<file path="src/rtl/if_fetch_queue_if.sv">
// Fetch-stage bus bundle: instruction-memory handshake, redirect, and decode-side queue head.
// master is the fetch unit; slave is the memory/decode environment around it.
interface if_fetch_queue_if #(
  parameter int XLEN = 64
);
  logic            imem_req;
  logic [XLEN-1:0] imem_addr;
  logic            imem_gnt;
  logic            imem_rvalid;
  logic [31:0]     imem_rdata;
  logic            redirect_valid;
  logic [XLEN-1:0] redirect_pc;
  logic            id_valid;
  logic            id_ready;
  logic [31:0]     id_instr;
  logic [XLEN-1:0] id_pc;
  logic [16:0]     id_ctrl_key;

  modport master (
    output imem_req, imem_addr,
    input  imem_gnt, imem_rvalid, imem_rdata,
    input  redirect_valid, redirect_pc,
    output id_valid, id_instr, id_pc, id_ctrl_key,
    input  id_ready
  );

  modport slave (
    input  imem_req, imem_addr,
    output imem_gnt, imem_rvalid, imem_rdata,
    output redirect_valid, redirect_pc,
    input  id_valid, id_instr, id_pc, id_ctrl_key,
    output id_ready
  );
endinterface

</file>
<file path="src/rtl/if_fetch_queue.sv">
// Instruction fetch stage: one outstanding imem request, 2-entry instruction queue,
// redirect flushes the queue and drops any in-flight response.
module if_fetch_queue #(
  parameter int              XLEN     = 64,
  parameter logic [XLEN-1:0] RESET_PC = '0
) (
  input logic               clk,
  input logic               rst_n,
  if_fetch_queue_if.master  bus
);

  typedef enum logic [1:0] {IDLE, REQ, WAIT} state_t;

  state_t          state;
  logic [XLEN-1:0] fetch_pc;
  logic [XLEN-1:0] req_addr;
  logic            drop;
  logic            req_q;
  logic [1:0]      count;
  logic [31:0]     q_instr [2];
  logic [XLEN-1:0] q_pc    [2];

  logic            redirect;
  logic [XLEN-1:0] target;
  logic            pop;
  logic            push;
  logic            wr_slot;
  logic [1:0]      count_next;

  // Redirect outranks everything: it masks both the pop and the push of its cycle.
  always_comb begin
    redirect   = bus.redirect_valid;
    target     = {bus.redirect_pc[XLEN-1:2], 2'b00};
    pop        = (count != 2'd0) && bus.id_ready && !redirect;
    push       = (state == WAIT) && bus.imem_rvalid && !drop && !redirect;
    wr_slot    = pop ? (count == 2'd2) : (count == 2'd1);
    count_next = count;
    if (redirect)
      count_next = 2'd0;
    else if (push && !pop)
      count_next = count + 2'd1;
    else if (pop && !push)
      count_next = count - 2'd1;
  end

  always_ff @(posedge clk or negedge rst_n) begin
    if (!rst_n) begin
      state    <= IDLE;
      fetch_pc <= RESET_PC;
      req_addr <= RESET_PC;
      drop     <= 1'b0;
      req_q    <= 1'b0;
    end else begin
      case (state)
        IDLE: begin
          if (redirect) begin
            fetch_pc <= target;
            req_addr <= target;
            state    <= REQ;
            req_q    <= 1'b1;
          end else if (count_next < 2'd2) begin
            req_addr <= fetch_pc;
            state    <= REQ;
            req_q    <= 1'b1;
          end
        end
        REQ: begin
          // The granted address is already committed, so a redirect only retargets fetch_pc.
          if (redirect) begin
            fetch_pc <= target;
            drop     <= 1'b1;
          end
          if (bus.imem_gnt) begin
            state <= WAIT;
            req_q <= 1'b0;
            if (!redirect && !drop)
              fetch_pc <= req_addr + XLEN'(4);
          end
        end
        WAIT: begin
          if (bus.imem_rvalid) begin
            drop <= 1'b0;
            if (redirect) begin
              fetch_pc <= target;
              req_addr <= target;
              state    <= REQ;
              req_q    <= 1'b1;
            end else if (count_next < 2'd2) begin
              req_addr <= fetch_pc;
              state    <= REQ;
              req_q    <= 1'b1;
            end else begin
              state <= IDLE;
            end
          end else if (redirect) begin
            fetch_pc <= target;
            drop     <= 1'b1;
          end
        end
        default: begin
          state <= IDLE;
          req_q <= 1'b0;
        end
      endcase
    end
  end

  // Entry 0 is always the head; a pop shifts entry 1 down before any push lands.
  always_ff @(posedge clk or negedge rst_n) begin
    if (!rst_n) begin
      count      <= 2'd0;
      q_instr[0] <= '0;
      q_instr[1] <= '0;
      q_pc[0]    <= '0;
      q_pc[1]    <= '0;
    end else begin
      count <= count_next;
      if (pop) begin
        q_instr[0] <= q_instr[1];
        q_pc[0]    <= q_pc[1];
      end
      if (push) begin
        q_instr[wr_slot] <= bus.imem_rdata;
        q_pc[wr_slot]    <= req_addr;
      end
    end
  end

  assign bus.imem_req    = req_q;
  assign bus.imem_addr   = req_addr;
  assign bus.id_valid    = (count != 2'd0);
  assign bus.id_instr    = q_instr[0];
  assign bus.id_pc       = q_pc[0];
  assign bus.id_ctrl_key = bus.id_valid ? {q_instr[0][31:25], q_instr[0][14:12], q_instr[0][6:0]}
                                        : 17'd0;

endmodule

</file>
<file path="src/flat_wrapper.sv">
// flat-port wrapper written by rule: the top's interface ports become plain ports
module if_fetch_queue_flat 
#(
  parameter int              XLEN     = 64,
  parameter logic [XLEN-1:0] RESET_PC = '0
)
  (clk, rst_n, bus_imem_req, bus_imem_addr, bus_imem_gnt, bus_imem_rvalid, bus_imem_rdata, bus_redirect_valid, bus_redirect_pc, bus_id_valid, bus_id_instr, bus_id_pc, bus_id_ctrl_key, bus_id_ready);
  if_fetch_queue_if #(.XLEN(XLEN)) bus_i ();
  input logic clk;
  input logic rst_n;
  output wire logic [$bits(bus_i.imem_req)-1:0] bus_imem_req;
  output wire logic [$bits(bus_i.imem_addr)-1:0] bus_imem_addr;
  input wire logic [$bits(bus_i.imem_gnt)-1:0] bus_imem_gnt;
  input wire logic [$bits(bus_i.imem_rvalid)-1:0] bus_imem_rvalid;
  input wire logic [$bits(bus_i.imem_rdata)-1:0] bus_imem_rdata;
  input wire logic [$bits(bus_i.redirect_valid)-1:0] bus_redirect_valid;
  input wire logic [$bits(bus_i.redirect_pc)-1:0] bus_redirect_pc;
  output wire logic [$bits(bus_i.id_valid)-1:0] bus_id_valid;
  output wire logic [$bits(bus_i.id_instr)-1:0] bus_id_instr;
  output wire logic [$bits(bus_i.id_pc)-1:0] bus_id_pc;
  output wire logic [$bits(bus_i.id_ctrl_key)-1:0] bus_id_ctrl_key;
  input wire logic [$bits(bus_i.id_ready)-1:0] bus_id_ready;
  assign bus_imem_req = bus_i.imem_req;
  assign bus_imem_addr = bus_i.imem_addr;
  assign bus_i.imem_gnt = bus_imem_gnt;
  assign bus_i.imem_rvalid = bus_imem_rvalid;
  assign bus_i.imem_rdata = bus_imem_rdata;
  assign bus_i.redirect_valid = bus_redirect_valid;
  assign bus_i.redirect_pc = bus_redirect_pc;
  assign bus_id_valid = bus_i.id_valid;
  assign bus_id_instr = bus_i.id_instr;
  assign bus_id_pc = bus_i.id_pc;
  assign bus_id_ctrl_key = bus_i.id_ctrl_key;
  assign bus_i.id_ready = bus_id_ready;
  if_fetch_queue #(.XLEN(XLEN), .RESET_PC(RESET_PC)) u_core (.clk(clk), .rst_n(rst_n), .bus(bus_i));
endmodule
</file>
<file path="config.mk">
export PLATFORM = sky130hd
export DESIGN_NAME = if_fetch_queue_flat
export DESIGN_NICKNAME = d
export VERILOG_FILES = /design/src/rtl/if_fetch_queue_if.sv /design/src/rtl/if_fetch_queue.sv /design/src/flat_wrapper.sv
export SDC_FILE = /design/constraint.sdc
export NUM_CORES = 1
export LEC_CHECK = 0
export BUFFER_PORTS_ARGS = -buffer_cell sky130_fd_sc_hd__buf_2
export CAP_MARGIN = 20
export CORE_UTILIZATION = 57
export DETAILED_ROUTE_END_ITERATION = 8
export PLACE_DENSITY = 0.87
export SETUP_SLACK_MARGIN = 0.1
export SYNTH_ARGS = -nofsm -noshare
export SYNTH_HDL_FRONTEND = slang
export SYNTH_SLANG_ARGS = --single-unit
export TNS_END_PERCENT = 5
</file>
<file path="constraint.sdc">
create_clock -name clk -period 5.96 [get_ports clk]
set_input_delay 0.596 -clock clk [delete_from_list [all_inputs] [get_ports clk]]
set_output_delay 0.596 -clock clk [all_outputs]
set_load 0.1 [all_outputs]
</file>
==> run summary <==
Avg WL per Cell - 18.9 um
Clk sinks - 326
Root buffer cell - clkbuf_16
Clk_skew - 0.0169 ns
Required @ worst endpoint - 6.34 ns
WP data arrival - 4.17 ns
Slowest Stage Delay on Critical Path - 0.70 ns
Flop2flop setup slack - 2.17 ns
Die Wd - 170 um
Die height - 170 um
CTS tree - done
Layout cell share with drive strength beyond 1 - 0.277
Core outline area - 27,800 um^2
DR iter-0 viols - 767
Global-route wire length before repair - 62,700 um
Die area - 28,900 um^2
DP HPWL - 25,400 um
Number of global-route vias before repair - 12,100
Post-synth cell types - 54
Area grow syn2layout - 12.7%
Most used DFF post-synth - dfrtp_1
GP Congestion - 0.774
Post-synthesis register bit count - 326
Worst skew pair latency - 0.50 ns
RSZ-0062 raised after global routing - no
Multi-input gate area - 6720 um^2
Vias - 11,900
GRT Total Usage - 0.272
EDFF count, synth - 0
Clk buf depth - 3
Port Buf Inserts - 278
Crit path top cell by count - inv_1
Worst path cell trace - inv_1 > ha_1 > inv_1 > nand3_4 > mux2i_1 > nor2b_4 > buf_4 > mux2_2
Worst min path class - input pin to asynchronous set/reset pin
Worst Setup Start Kind - flop
Via density per instance - 5.80
Least-Margin Pin Slew - 1.15 ns
Cell family with most CP delay - simple AND/OR/NAND/NOR gates
Slew Limit Fails - 0
Largest net degree at the start of global routing - 183
FFs w/ async S/R, synth - 1.00
Cells after Synth - 1,527
Detailed-route wire length - 38,900 um
Min cycle time layout - 3.79 ns
Final hold vios - 0
H-tree depth - 2
Syn Nets - 1,639
Top post-synthesis cells by area - dfrtp_1 51%, mux2i_1 10%, mux2_2 6.9%
PostCTS Resize Cnt - 0
Top cell type's share of synthesized area - 0.508
Clock buffer count from CTS - 35
Clock-pin slew on the worst setup and hold paths - 0.06 ns
Most area-hungry cell type in the Yosys netlist - dfrtp_1
Slowest-stage cell, CP - nor2b_4
Mean Syn Cell Area - 10.5 um^2
Ports - 281
Register area - 8160 um^2
Antenna Nets Post-Route - 0
DRC viols - 0
Crit Path Max Fanout - 29
Nets - 1,765
Initial antenna violation count - 7
Cts hold-fix bufs - 0
Commonest cells in the netlist - 326 x dfrtp_1, 160 x mux2i_1, 140 x nand2_1
Number of setup buffers added after CTS - 0
CP Capture Type - flop
Total grt overflow - 0
Buf+Inv Stages, Crit Path - 3
DR pass1 iterations - 5
Rows - 61
# setup viols final - 0
Max-cap violations - 0
Most common cell in the synthesized netlist - dfrtp_1
Final TNS setup - 0 ns
Cell area after synthesis - 16,100 um^2
Kind of critical path - flop to flop
Yosys warning count - 0
Fmax - 264 MHz
FILL cells - 2,106
Normalized max-slew margin - 0.237
Fin crit share - 0.635
Status - finished clean
Sequential area share after synthesis - 0.508
Starting density of the core - 0.578
## final timing paths
| path | startpoint | endpoint | depth (start not counted) |
|---|---|---|---|
| max | u_core.count[0] | flop | 8 |
| min | rst_n | u_core.bus.id_pc[58] | 1 |
| max reg2reg | u_core.count[0] | flop | 8 |
| min reg2reg | u_core.fetch_pc[40] | u_core.fetch_pc[40] | 2 |
| max in group asynchronous | rst_n | u_core.fetch_pc[14] | 2 |
| min in group clk | bus_imem_rdata[27] | u_core.bus.id_instr[27] | 3 |
## cells by family (layout without fill, tap and decap cells)
kind of cell    after synthesis  in the layout  share of synthesized area
buf+inv                     218            368                     0.0766
xor+xnor                     61             61                     0.0333
mux                         258            258                      0.168
compound gates              305            305                      0.105
simple gates                349            349                      0.102
flops                       326            326                      0.508
fa+ha+maj                    10             10                    0.00779
other cells                   0              2                          0
## routing by layer
metal / GRT usage / share of wire / vias to the layer above
li1: - / - / 5479
met1: 0.345 / 0.41 / 5942
met2: 0.458 / 0.49 / 427
met3: 0.0619 / 0.074 / 76
met4: 0.0940 / 0.025 / 10
met5: 0 / 0.0018 / -
## placed cells by master (no fill, tap or decap), drive strengths merged, types with 24 or more instances in the layout
| master | Yosys | layout |
|---|---|---|
| dfrtp | 326 | 326 |
| buf | 138 | 291 |
| mux2i | 160 | 160 |
| nand2 | 141 | 141 |
| o21ai | 120 | 120 |
| a21oi | 110 | 110 |
| mux2 | 98 | 98 |
| nor2 | 93 | 93 |
| clkbuf | 65 | 48 |
| o22ai | 43 | 43 |
| xnor2 | 36 | 36 |
| xor2 | 25 | 25 |
| nand3 | 24 | 24 |
## layout make-up
| type | count | area share |
|---|---|---|
| repair buffers | 292 | 0.0873 |
| well taps | 378 | 0.0261 |
| diodes | 2 | 0.000276 |
| flip-flops and latches | 326 | 0.450 |
| multi-input cells | 983 | 0.371 |
| inverters | 15 | 0.00311 |
| clock buffers | 47 | 0.0548 |
| clock inverters | 14 | 0.00711 |
## through the flow
stage	util	worst slack (ns)	cells	area, um^2	hold slack (ns)
floorplan	-	2.97	1527	16100	0.300
global route	0.652	1.93	2056	18100	0.0988
finish	0.652	2.17	2057	18100	0.0596
detailed placement	0.611	2.00	1992	17000	0.461
global placement	0.610	2.16	1991	16900	0.460
CTS	0.651	2.01	2053	18100	0.0773
Power is left out: the tool's default activity adds up to more than one toggle a clock period on the data nets, which glitch-free logic cannot reach.
